--- src/rtl/mc_controller_if.sv ---
// Control bundle between the multicycle MIPS controller (master) and its datapath (slave).
interface mc_controller_if #(
    parameter int unsigned CNT_W = 32
);
    logic [5:0]       opcode;
    logic [5:0]       funct;
    logic             zero;
    logic             step;
    logic             pcen;
    logic             irwrite;
    logic             memwrite;
    logic             regwrite;
    logic             iord;
    logic             memtoreg;
    logic             regdst;
    logic             alusrca;
    logic [1:0]       alusrcb;
    logic [1:0]       pcsrc;
    logic [2:0]       alucontrol;
    logic [3:0]       state;
    logic             illegal;
    logic [CNT_W-1:0] instr_count;

    modport master (
        input  opcode, funct, zero, step,
        output pcen, irwrite, memwrite, regwrite, iord, memtoreg, regdst,
               alusrca, alusrcb, pcsrc, alucontrol, state, illegal, instr_count
    );

    modport slave (
        output opcode, funct, zero, step,
        input  pcen, irwrite, memwrite, regwrite, iord, memtoreg, regdst,
               alusrca, alusrcb, pcsrc, alucontrol, state, illegal, instr_count
    );
endinterface

--- src/rtl/mc_controller.sv ---
// Multicycle MIPS control FSM with ALU decode and retired-instruction counter.
// Optional MC_SINGLE_STEP_EN: FETCH holds until a step pulse.
module mc_controller #(
    parameter int unsigned CNT_W = 32
) (
    input  logic             clk,
    input  logic             reset,
    mc_controller_if.master  bus
);
    typedef enum logic [3:0] {
        FETCH    = 4'd0,
        DECODE   = 4'd1,
        MEMADR   = 4'd2,
        MEMRD    = 4'd3,
        MEMWB    = 4'd4,
        MEMWR    = 4'd5,
        EXECUTE  = 4'd6,
        ALUWB    = 4'd7,
        BRANCH   = 4'd8,
        ADDIEXEC = 4'd9,
        ADDIWB   = 4'd10,
        JUMP     = 4'd11
    } state_t;

    typedef enum logic [1:0] {
        ALU_NONE  = 2'd0,
        ALU_ADD   = 2'd1,
        ALU_SUB   = 2'd2,
        ALU_FUNCT = 2'd3
    } aluop_t;

    localparam logic [5:0] OP_RTYPE = 6'b000000;
    localparam logic [5:0] OP_LW    = 6'b100011;
    localparam logic [5:0] OP_SW    = 6'b101011;
    localparam logic [5:0] OP_BEQ   = 6'b000100;
    localparam logic [5:0] OP_ADDI  = 6'b001000;
    localparam logic [5:0] OP_J     = 6'b000010;

    state_t           state_q, state_d;
    aluop_t           aluop;
    logic             fetch_go;
    logic             pcwrite, branch, retire;
    logic             irwrite, memwrite, regwrite, iord, memtoreg, regdst, alusrca, illegal;
    logic [1:0]       alusrcb, pcsrc;
    logic [2:0]       alucontrol;
    logic [CNT_W-1:0] count_q;

`ifdef MC_SINGLE_STEP_EN
    assign fetch_go = bus.step;
`else
    logic unused_step;
    assign unused_step = bus.step;
    assign fetch_go    = 1'b1;
`endif

    always_ff @(posedge clk or negedge reset) begin
        if (!reset) state_q <= FETCH;
        else        state_q <= state_d;
    end

    always_comb begin
        state_d = FETCH;
        case (state_q)
            FETCH:    state_d = fetch_go ? DECODE : FETCH;
            DECODE: begin
                case (bus.opcode)
                    OP_LW, OP_SW: state_d = MEMADR;
                    OP_RTYPE:     state_d = EXECUTE;
                    OP_BEQ:       state_d = BRANCH;
                    OP_ADDI:      state_d = ADDIEXEC;
                    OP_J:         state_d = JUMP;
                    default:      state_d = FETCH;
                endcase
            end
            MEMADR:   state_d = (bus.opcode == OP_SW) ? MEMWR : MEMRD;
            MEMRD:    state_d = MEMWB;
            EXECUTE:  state_d = ALUWB;
            ADDIEXEC: state_d = ADDIWB;
            default:  state_d = FETCH;
        endcase
    end

    // Everything is gated by reset so the outputs read 0 while it is held low.
    always_comb begin
        pcwrite  = 1'b0;
        branch   = 1'b0;
        irwrite  = 1'b0;
        memwrite = 1'b0;
        regwrite = 1'b0;
        iord     = 1'b0;
        memtoreg = 1'b0;
        regdst   = 1'b0;
        alusrca  = 1'b0;
        alusrcb  = 2'b00;
        pcsrc    = 2'b00;
        aluop    = ALU_NONE;
        illegal  = 1'b0;
        retire   = 1'b0;
        if (reset) begin
            case (state_q)
                FETCH: if (fetch_go) begin
                    irwrite = 1'b1;
                    pcwrite = 1'b1;
                    alusrcb = 2'b01;
                    aluop   = ALU_ADD;
                end
                DECODE: begin
                    alusrcb = 2'b11;
                    aluop   = ALU_ADD;
                    illegal = !(bus.opcode inside {OP_LW, OP_SW, OP_RTYPE, OP_BEQ, OP_ADDI, OP_J});
                end
                MEMADR, ADDIEXEC: begin
                    alusrca = 1'b1;
                    alusrcb = 2'b10;
                    aluop   = ALU_ADD;
                end
                MEMRD:   iord = 1'b1;
                MEMWB: begin
                    regwrite = 1'b1;
                    memtoreg = 1'b1;
                    retire   = 1'b1;
                end
                MEMWR: begin
                    iord     = 1'b1;
                    memwrite = 1'b1;
                    retire   = 1'b1;
                end
                EXECUTE: begin
                    alusrca = 1'b1;
                    aluop   = ALU_FUNCT;
                end
                ALUWB: begin
                    regwrite = 1'b1;
                    regdst   = 1'b1;
                    retire   = 1'b1;
                end
                BRANCH: begin
                    alusrca = 1'b1;
                    branch  = 1'b1;
                    pcsrc   = 2'b01;
                    aluop   = ALU_SUB;
                    retire  = 1'b1;
                end
                ADDIWB: begin
                    regwrite = 1'b1;
                    retire   = 1'b1;
                end
                JUMP: begin
                    pcwrite = 1'b1;
                    pcsrc   = 2'b10;
                    retire  = 1'b1;
                end
                default: ;
            endcase
        end
    end

    always_comb begin
        alucontrol = 3'b000;
        case (aluop)
            ALU_ADD: alucontrol = 3'b010;
            ALU_SUB: alucontrol = 3'b110;
            ALU_FUNCT: begin
                case (bus.funct)
                    6'b100010: alucontrol = 3'b110;
                    6'b100100: alucontrol = 3'b000;
                    6'b100101: alucontrol = 3'b001;
                    6'b101010: alucontrol = 3'b111;
                    default:   alucontrol = 3'b010;
                endcase
            end
            default: alucontrol = 3'b000;
        endcase
    end

    always_ff @(posedge clk or negedge reset) begin
        if (!reset)      count_q <= '0;
        else if (retire) count_q <= count_q + CNT_W'(1);
    end

    assign bus.pcen        = pcwrite | (branch & bus.zero);
    assign bus.irwrite     = irwrite;
    assign bus.memwrite    = memwrite;
    assign bus.regwrite    = regwrite;
    assign bus.iord        = iord;
    assign bus.memtoreg    = memtoreg;
    assign bus.regdst      = regdst;
    assign bus.alusrca     = alusrca;
    assign bus.alusrcb     = alusrcb;
    assign bus.pcsrc       = pcsrc;
    assign bus.alucontrol  = alucontrol;
    assign bus.state       = state_q;
    assign bus.illegal     = illegal;
    assign bus.instr_count = count_q;
endmodule

--- src/flat_wrapper.sv ---
// flat-port wrapper written by rule: the top's interface ports become plain ports
module mc_controller_flat 
#(
    parameter int unsigned CNT_W = 32
)
  (clk, reset, bus_opcode, bus_funct, bus_zero, bus_step, bus_pcen, bus_irwrite, bus_memwrite, bus_regwrite, bus_iord, bus_memtoreg, bus_regdst, bus_alusrca, bus_alusrcb, bus_pcsrc, bus_alucontrol, bus_state, bus_illegal, bus_instr_count);
  mc_controller_if #(.CNT_W(CNT_W)) bus_i ();
  input  logic clk;
  input  logic reset;
  input wire logic [$bits(bus_i.opcode)-1:0] bus_opcode;
  input wire logic [$bits(bus_i.funct)-1:0] bus_funct;
  input wire logic [$bits(bus_i.zero)-1:0] bus_zero;
  input wire logic [$bits(bus_i.step)-1:0] bus_step;
  output wire logic [$bits(bus_i.pcen)-1:0] bus_pcen;
  output wire logic [$bits(bus_i.irwrite)-1:0] bus_irwrite;
  output wire logic [$bits(bus_i.memwrite)-1:0] bus_memwrite;
  output wire logic [$bits(bus_i.regwrite)-1:0] bus_regwrite;
  output wire logic [$bits(bus_i.iord)-1:0] bus_iord;
  output wire logic [$bits(bus_i.memtoreg)-1:0] bus_memtoreg;
  output wire logic [$bits(bus_i.regdst)-1:0] bus_regdst;
  output wire logic [$bits(bus_i.alusrca)-1:0] bus_alusrca;
  output wire logic [$bits(bus_i.alusrcb)-1:0] bus_alusrcb;
  output wire logic [$bits(bus_i.pcsrc)-1:0] bus_pcsrc;
  output wire logic [$bits(bus_i.alucontrol)-1:0] bus_alucontrol;
  output wire logic [$bits(bus_i.state)-1:0] bus_state;
  output wire logic [$bits(bus_i.illegal)-1:0] bus_illegal;
  output wire logic [$bits(bus_i.instr_count)-1:0] bus_instr_count;
  assign bus_i.opcode = bus_opcode;
  assign bus_i.funct = bus_funct;
  assign bus_i.zero = bus_zero;
  assign bus_i.step = bus_step;
  assign bus_pcen = bus_i.pcen;
  assign bus_irwrite = bus_i.irwrite;
  assign bus_memwrite = bus_i.memwrite;
  assign bus_regwrite = bus_i.regwrite;
  assign bus_iord = bus_i.iord;
  assign bus_memtoreg = bus_i.memtoreg;
  assign bus_regdst = bus_i.regdst;
  assign bus_alusrca = bus_i.alusrca;
  assign bus_alusrcb = bus_i.alusrcb;
  assign bus_pcsrc = bus_i.pcsrc;
  assign bus_alucontrol = bus_i.alucontrol;
  assign bus_state = bus_i.state;
  assign bus_illegal = bus_i.illegal;
  assign bus_instr_count = bus_i.instr_count;
  mc_controller #(.CNT_W(CNT_W)) u_core (.clk(clk), .reset(reset), .bus(bus_i));
endmodule
--- config.mk ---
export PLATFORM = sky130hd
export DESIGN_NAME = mc_controller_flat
export DESIGN_NICKNAME = d
export VERILOG_FILES = /design/src/rtl/mc_controller_if.sv /design/src/rtl/mc_controller.sv /design/src/flat_wrapper.sv
export SDC_FILE = /design/constraint.sdc
export NUM_CORES = 1
export LEC_CHECK = 0
export ABC_CLOCK_PERIOD_IN_PS = 2280
export BUFFER_PORTS_ARGS = -buffer_cell sky130_fd_sc_hd__buf_4
export CAP_MARGIN = 10
export CORE_ASPECT_RATIO = 0.75
export CORE_MARGIN = 5
export CORE_UTILIZATION = 35
export CTS_CLUSTER_DIAMETER = 60
export CTS_CLUSTER_SIZE = 12
export DETAILED_ROUTE_END_ITERATION = 6
export SLEW_MARGIN = 5
export SYNTH_ARGS = -nofsm -noshare
export SYNTH_HDL_FRONTEND = slang
export SYNTH_SLANG_ARGS = --single-unit
--- constraint.sdc ---
create_clock -name clk -period 2.28 [get_ports clk]
set_input_delay 0.456 -clock clk [delete_from_list [all_inputs] [get_ports clk]]
set_output_delay 0.456 -clock clk [all_outputs]
set_load 0.005 [all_outputs]
==> summary.md <==
| Metric | Value |
|---|---|
| Outcome | complete, no violations |
| Global-route wire length before repair | 8140 microns |
| PortBufs | between 60 and 70 |
| Number of global-route vias before repair | about 1700 |
| Sw Pwr | 0.594 mW |
| Slew headroom | 0.702 |
| Max FO, Critical Path | 9 |
| Residual DRC | 0 |
| Internal Power | approximately 1.2 mW |
| Top_reg_cell synth | dfrtp_1 |
| Switch share | 0.325 |
| Cell area after layout | around 0.0027 sq mm |
| DRC marker count from the first detailed-route iteration | around 70 |
| Final setup viols | 0 |
| Synth cell count leaders | dfrtp_1, xnor2_1, nand2_1 |
| H-tree depth | 2 |
| Syn avg cell area | slightly below 10 sq um |
| Sequential group share of total power | 0.419 |
| FP Rows | 23 |
| Crit. End Element | output port |
| CP arrival | around 1600 ps |
| Maxcap violations | 0 |
| Fill cell count | between 500 and 600 |
| All-Layer GR Usage | 0.139 |
| Worst min path class | in2async |
| CTS Buffer Depth | 2 |
| CP cell instances | inv_1 -> nand2_1 -> nor3_1 -> nand3_1 -> nor2_1 -> buf_4 |
| Synth cell types | about 40 |
| Top-area cell type share of the netlist area | 0.453 |
| Startpoint Class | flip-flop |
| Placed Instance Area | between 0.002 and 0.003 sq mm |
| Pwr Total | between 1.5 and 2 mW |
| Total negative slack | 0 ps |
| Achievable Freq | 485 MHz |
| Worst Skew | approximately 5.5 ps |
| Gpl congestion | about 0.76 |
| Crit Path Category | reg2out |
| Mapped cell area | 0.00199 sq mm |
| Worst Path Required | between 1500 and 2000 ps |
| Area of the multi-input gates | around 0.0011 sq mm |
| Syn. warnings | 0 |
| Min Tclk post-route | between 2000 and 2500 ps |
| CTS Sinks | 36 |
| Latest clock arrival within the worst-skew pair | between 200 and 300 ps |
| Leakage | roughly 1.3 nW |
| PD cells | between 600 and 700 mW/mm^2 |
| Register bit count reported by yosys | 36 |
| Largest stage delay, worst path | approximately 470 ps |
| Largest net degree at the start of global routing | 23 |
| Clock share of power | 0.251 |
| Final period utilization | 0.904 |
| Slew Limit Fails | 0 |
| Slew @ Worst Pin | between 400 and 500 ps |
| Layout cell share with drive strength beyond 1 | 0.318 |
| Post-synth EDFFs | 0 |
| Largest area contributor in the netlist | dfrtp_1 |
| Full die area | 0.00731 sq mm |
| Clock Tree Root | clkbuf_8 |
| Total grt overflow | 0 |
| Initial antenna violation count | 0 |
| Fin. Hold Viols | 0 |
| Area growth syn-to-layout | 36.1% |
| Comb power frac | 0.330 |
| Ranking of synthesized cells by area | dfrtp_1, xnor2_1, nand2_1 |
| Core box area | 0.00544 sq mm |
| Worst-path clk slew | around 70 ps |
| Register area | ~900 sq um |
| Cells after Synth | ~200 |
| Avg WL per Cell | 13.7 microns |
| CTS tree | yes |
| Initial Util | 0.366 |
| ANT cells | 0 |
| Detailed Place HPWL | 3790 microns |
| Drt first pass iters | 4 |
| CTS Buf Count | 5 |
| Critical-path top delay cell | dfrtp_1 |
| Die Ht | 75.3 microns |
| Net Count, Synth | 218 |
| FFs w/ async S/R, synth | 1.00 |
| Vias post-DR | approximately 1700 |
| Fin util | 0.498 |
| Nets@finish | 293 |
| Chip width | 97.1 microns |
| DR vias/cell | 4.91 |
| RSZ-0062 raised after global routing | false |
| Routed Antenna Nets | 0 |
| Most frequent cell after synthesis | dfrtp_1 |
| VDD IR max | 337 uV |
| Register area share after synthesis | 0.453 |
| Final wirelength | around 4800 microns |
| IO Pins | 68 |
## metal layers
metal	wire (microns)	GRT usage	up-vias
li1	-	-	863
met1	2370	0.195	830
met2	2180	0.212	29
met3	209	0.0348	5
met4	64	0.0467	0
met5	0	0	-
## worst paths after layout
path,start,end,slack (ps),depth (start not counted)
max,u_core.bus.state[1],bus_illegal,220,6
min,reset,u_core.bus.instr_count[29],190,2
max reg2reg,u_core.bus.state[1],u_core.bus.instr_count[23],370,5
min reg2reg,u_core.bus.instr_count[31],u_core.bus.instr_count[31],480,1
max in group asynchronous,reset,u_core.bus.instr_count[3],1390,2
min in group clk,u_core.bus.instr_count[31],u_core.bus.instr_count[31],480,1
## registers in the layout, summed over array words and instances (netlist names)
name and cells:
u_core.bus.instr_count 32, u_core.bus.state 4
## power groups by stage
| stage | Sequential (mW) | Combinational (mW) | Clock (mW) |
|---|---|---|---|
| after floorplan | 0.762 | 0.323 | 0 |
| after global placement | 0.780 | 0.599 | 0 |
| after detailed placement | 0.778 | 0.612 | 0 |
| after CTS | 0.766 | 0.616 | 0.471 |
| after global routing | 0.785 | 0.670 | 0.505 |
| final | 0.766 | 0.603 | 0.458 |
## cells by family after synthesis
family,share of synthesized area
flops,0.453
fa+ha+maj,0.00629
xor+xnor,0.150
mux,0.00566
compound gates,0.0667
simple gates,0.303
buf+inv,0.0157
## final cells by class
class	instances	area share
clock buffers	8	0.0333
inverters	2	0.00277
multi-input cells	157	0.390
flip-flops and latches	36	0.333
well taps	75	0.0347
repair buffers	74	0.206
## worst max-delay path: cells and delay by family (launching register included)
kind	cells	cell delay, ps
buffers and inverters	2	270
and+or+nand+nor	4	570
DFF	1	470
## stage by stage
stage / hold slack (ps) / setup WS [ps] / std cells
after floorplan: 160 / 531 / 201
after global placement: 299 / 367 / 343
after detailed placement: 301 / 363 / 343
after CTS: 193 / 186 / 352
after global routing: 199 / 67.4 / 352
final: 188 / 220 / 352
## cell usage in the layout (no fill, tap or decap), drive strengths merged, types with 2 or more instances in the layout
| cell type | instances |
|---|---|
| a31oi | 4 |
| and2 | 6 |
| and3 | 7 |
| and4 | 3 |
| buf | 73 |
| clkbuf | 8 |
| dfrtp | 36 |
| inv | 2 |
| nand2 | 21 |
| nand2b | 3 |
| nand3 | 12 |
| nand4 | 10 |
| nor2 | 18 |
| nor2b | 4 |
| nor3 | 9 |
| nor3b | 2 |
| nor4 | 5 |
| o21ai | 4 |
| xnor2 | 26 |
| xor2 | 8 |
## timing repair
item	4_1_cts	5_1_grt
setup buffers	0	0
resized for setup	0	0
hold endpoints to repair	3	0
hold buffers	1	0
Power figures use the tool's default switching activity.
